==> src/rtl/div_hilo_ctrl.sv <==
// Sequencer around a combinational divider: latches operand magnitudes, waits a fixed
// settle time, then sign-corrects the {quotient, remainder} result into the HI/LO pair.
module div_hilo_ctrl #(
    parameter int unsigned WIDTH   = 32,
    parameter int unsigned LATENCY = 4
) (
    input  logic               clk,
    input  logic               clr,
    input  logic               start,
    input  logic               is_signed,
    input  logic [WIDTH-1:0]   op_a,
    input  logic [WIDTH-1:0]   op_b,
    output logic [WIDTH-1:0]   div_dividend,
    output logic [WIDTH-1:0]   div_divisor,
    input  logic [2*WIDTH-1:0] div_z,
    input  logic               mthi,
    input  logic               mtlo,
    input  logic [WIDTH-1:0]   wr_data,
    output logic [WIDTH-1:0]   hi,
    output logic [WIDTH-1:0]   lo,
    output logic               busy,
    output logic               stall,
    output logic               dz
);

    typedef enum logic [1:0] {IDLE, SETTLE, WRITE} state_t;

    localparam logic [3:0] CNT_INIT = 4'(LATENCY - 1);

    state_t           state;
    logic [3:0]       count;
    logic             sign_q;
    logic             sign_r;
    logic             neg_a;
    logic             neg_b;
    logic [WIDTH-1:0] quot;
    logic [WIDTH-1:0] rem;

    assign neg_a = is_signed & op_a[WIDTH-1];
    assign neg_b = is_signed & op_b[WIDTH-1];
    assign quot  = div_z[2*WIDTH-1:WIDTH];
    assign rem   = div_z[WIDTH-1:0];

    always_ff @(posedge clk or negedge clr) begin
        if (!clr) begin
            state        <= IDLE;
            count        <= '0;
            sign_q       <= 1'b0;
            sign_r       <= 1'b0;
            div_dividend <= '0;
            div_divisor  <= '0;
            hi           <= '0;
            lo           <= '0;
            dz           <= 1'b0;
        end else begin
            case (state)
                IDLE: begin
                    // A start in IDLE always takes priority over move-to writes.
                    if (start) begin
                        if (op_b != '0) begin
                            sign_q       <= neg_a ^ neg_b;
                            sign_r       <= neg_a;
                            div_dividend <= neg_a ? -op_a : op_a;
                            div_divisor  <= neg_b ? -op_b : op_b;
                            dz           <= 1'b0;
                            count        <= CNT_INIT;
                            state        <= SETTLE;
                        end else begin
                            dz <= 1'b1;
                        end
                    end else begin
                        if (mthi) hi <= wr_data;
                        if (mtlo) lo <= wr_data;
                    end
                end
                SETTLE: begin
                    if (count == '0) state <= WRITE;
                    else             count <= count - 4'd1;
                end
                WRITE: begin
                    lo    <= sign_q ? -quot : quot;
                    hi    <= sign_r ? -rem : rem;
                    state <= IDLE;
                end
                default: state <= IDLE;
            endcase
        end
    end

    assign busy  = (state != IDLE);
    assign stall = busy | (start & (state == IDLE));

endmodule

==> config.mk <==
export PLATFORM = sky130hd
export DESIGN_NAME = div_hilo_ctrl
export DESIGN_NICKNAME = d
export VERILOG_FILES = /design/src/rtl/div_hilo_ctrl.sv
export SDC_FILE = /design/constraint.sdc
export NUM_CORES = 1
export LEC_CHECK = 0
export CAP_MARGIN = 20
export CELL_PAD_IN_SITES_DETAIL_PLACEMENT = 1
export CELL_PAD_IN_SITES_GLOBAL_PLACEMENT = 1
export CORE_MARGIN = 10
export CORE_UTILIZATION = 25
export CTS_CLUSTER_SIZE = 40
export DETAILED_ROUTE_END_ITERATION = 10
export PLACE_DENSITY = 0.69
export RECOVER_POWER = 100
export SLEW_MARGIN = 20
export SYNTH_ARGS = -nofsm -noshare
export SYNTH_HDL_FRONTEND = slang
export SYNTH_SLANG_ARGS = --single-unit
==> constraint.sdc <==
create_clock -name clk -period 5.8 [get_ports clk]
set_input_delay 1.16 -clock clk [delete_from_list [all_inputs] [get_ports clk]]
set_output_delay 1.16 -clock clk [all_outputs]
set_load 0.01 [all_outputs]
==> qor.txt <==
status = finished with violations
violated checks = capacitance limit, slew limit
syn avg cell area = 8.82 sq um
largest net degree at the start of global routing = 104
final core occ = 37.2%
Area Overhead vs Synth = 46.7%
CP arrival = 4.94 ns
r2r worst-path depth = 8
initial antenna violation count = 2
Setup TNS = 0 ns
clk buf depth = 2
Lkg Pwr = 4.71 nW
reg-to-reg endpoint = lo[18]
die width = 201 um
Ports = 297
class of the most critical setup path = in -> reg
# hold bufs at CTS = 0
number of synthesized flops with an enable pin = 0
Post-DP HPWL = 25500 um
Final Max Tran Viols = 172
cell area after synthesis = 8220 sq um
antenna-violating nets left = 0
final hold violations = 0
Hold Crit Class = reg -> reg
Buffers on Ports = 296
final period demand of the worst path = 4.68 ns
GPL Wtd Cong = 0.798
share of post-route cells with drive strength above 1 = 3.30%
worst hold stages = 2
Global Route Usage Sum = 15.9%
CTS resizes = 0
Initial Utilization = 25.3%
startpoint types = input pin
core area = 32500 sq um
Setup Buffers After CTS = 0
Net Count, Synth = 1104
Layout Nets = 1374
fin area = 12100 sq um
Tot Pwr = 5.01 mW
Async SR Flop Fraction = 100%
first-pass GRT wire length = 51000 um
Worst-Margin Slew = 2.89 ns
Seq/Total Area, Yosys = 41.7%
First-pass DRT Iterations = 5
clk slew on worst S/H paths = 0.06 ns
die area = 40500 sq um
slowest stage delay, CP = 1.18 ns
Reg2Reg Setup Slack = 1.79 ns
total gr overflow = 0
CP cell instances = dlygate4sd3_1 -> nor2_1 -> and2_0 -> clkbuf_1 -> nor2b_1 -> a211oi_1 -> a21oi_1
CTS tree = yes
Relative slew margins = -92.9%
final wirelength = 32400 um
Multi-input gate area = 4490 sq um
Critical R2R Launch = state[0]
drt first-iter violations = 292
Vias/cell = 4.79
DRC Markers = 0
crit path max fanout = 34
fillcell total = 3743
Placed Instance Area = 11600 sq um
vias in the first global route = 8394
Netlist cell types = 48
max cap viols = 3
WHS Endpoint = sign_q
Critical-path top delay cell = clkbuf_1
H-tree depth = 4
row cnt = 66
Die H = 201 um
Critical Path Sink Type = flip-flop
#FFs+latches synth = 137
Highest Clock Rate = 214 MHz
clock skew = 0.00495 ns
cell area power density = 416 nW/um^2
setup violators final = 0
Mapped Cells = 932
peak supply drop = 0.000193 V
Num CTS Buffers = 17
unrepaired setup endpoints after global routing = false
Placed Cells = 1624
HP Start = sign_q
Critical Path RT = 6.06 ns
crit share post-route = 80.6%
Routed wire per std cell = 19.6 um
ys flop type = dfrtp_1
Sink Count = 137
DR vias = 7925
Warnings, synthesis = 0
Root Buffer = clkbuf_16
Sequential Area = 3430 sq um
Final Instance Count excl. Fillers = 1656
clk_lat worst skew = 0.43 ns
## layer usage
layer  global-route usage [%]  part of all wire [%]
met2                     26.1                    47
met4                     4.19                   1.3
met5                        0                 0.052
met1                     19.4                    45
met3                     5.59                   7.0
## synth_stat cells (2+ instances only)
cell	instances	share of area [%]
ha_1	6	0.91
nor3_1	23	1.4
nand3b_1	5	0.46
nor2_1	37	1.7
o211a_1	2	0.24
nor3b_1	3	0.27
a22o_1	2	0.21
a31oi_1	7	0.53
o21ai_0	112	6.8
nor2b_1	40	3.0
xor2_1	63	6.7
o31ai_1	25	2.3
nand3_1	7	0.43
or4_1	11	1.0
o21ai_1	2	0.12
mux2i_1	26	3.2
nand2b_1	5	0.38
inv_1	18	0.82
xnor2_1	56	6.0
a211oi_1	38	3.5
or3_1	6	0.46
buf_2	5	0.30
buf_1	4	0.18
and2_1	4	0.30
nand4_1	4	0.30
dfrtp_1	137	42
and2_0	2	0.15
o41ai_1	13	1.4
buf_4	6	0.55
nor4_1	14	1.1
or4_4	5	0.68
clkbuf_1	37	1.7
nand2_1	127	5.8
a21oi_1	66	4.0
## placed cells by master (no fill, tap or decap), types with 4 or more instances in the layout
| cell type | count |
|---|---|
| a211oi_1 | 38 |
| a21oi_1 | 66 |
| a31oi_1 | 7 |
| and2_1 | 4 |
| buf_4 | 4 |
| clkbuf_1 | 7 |
| clkbuf_16 | 17 |
| clkdlybuf4s50_1 | 162 |
| clkinv_2 | 4 |
| dfrtp_1 | 137 |
| dlygate4sd3_1 | 133 |
| ha_1 | 6 |
| inv_1 | 18 |
| mux2i_1 | 26 |
| nand2_1 | 127 |
| nand2b_1 | 5 |
| nand3_1 | 7 |
| nand3b_1 | 5 |
| nand4_1 | 4 |
| nor2_1 | 38 |
| nor2b_1 | 39 |
| nor3_1 | 23 |
| nor4_1 | 14 |
| o21ai_0 | 113 |
| o31ai_1 | 25 |
| o41ai_1 | 13 |
| or3_1 | 6 |
| or4_1 | 12 |
| or4_4 | 4 |
| xnor2_1 | 56 |
| xor2_1 | 63 |
## cell type report
cell class | count | share of cell area (%)
clock inverters | 4 | 0.166
diodes | 2 | 0.0415
multi-input cells | 724 | 37.3
flip-flops and latches | 137 | 28.4
well taps | 442 | 4.59
repair buffers | 304 | 24.9
inverters | 18 | 0.560
clock buffers | 25 | 4.03
## cells by family (layout without fill, tap and decap cells)
| family | after synthesis | in the layout | share of synthesized area [%] |
|---|---|---|---|
| buffers and inverters | 71 | 351 | 3.68 |
| adders and majority gates | 6 | 6 | 0.913 |
| AOI/OAI and AO/OA | 273 | 273 | 19.7 |
| xor gates and xnor gates | 119 | 119 | 12.7 |
| and+or+nand+nor | 300 | 300 | 18.1 |
| muxes | 26 | 26 | 3.17 |
| DFF | 137 | 137 | 41.7 |
| other | 0 | 2 | 0 |
## stage by stage
stage | worst slack [ns] | hold WS, ns
final | 1.12 | 0.477
after global routing | 0.742 | 0.507
after CTS | 1.72 | 0.489
after detailed placement | 1.23 | 0.464
after global placement | 1.38 | 0.452
after floorplan | 2.58 | 0.469
## where the power goes
| part | switching [mW] | total, mW | internal, mW | leakage, nW |
|---|---|---|---|---|
| clock | 0.412 | 0.981 | 0.570 | 0.253 |
| sequential | 0.267 | 1.68 | 1.41 | 1.69 |
| combinational | 1.19 | 2.35 | 1.16 | 2.76 |
| total | 1.87 | 5.01 | 3.14 | 4.71 |
## worst max-delay path: cells and delay by family
family,cells,cell delay [ns]
buffers and inverters,2,1.76
and+or+nand+nor,3,1.65
AOI/OAI and AO/OA,2,0.34
## state kept, by name, summed over array words and instances (netlist names), 2 cells and up
signal and count:
div_dividend 32, div_divisor 32, hi 32, lo 32, count 4, state 2
## worst max-delay path by stage
stage,slack [ns],end,from
2_1_floorplan,2.58,state[0],op_b[0]
3_3_place_gp,1.38,div_dividend[9],op_b[0]
3_5_place_dp,1.23,div_dividend[22],op_b[0]
4_1_cts,1.72,div_dividend[22],op_b[0]
5_1_grt,0.74,hi[23],start
6_report,1.12,lo[18],start
Power figures use the tool's default switching activity.
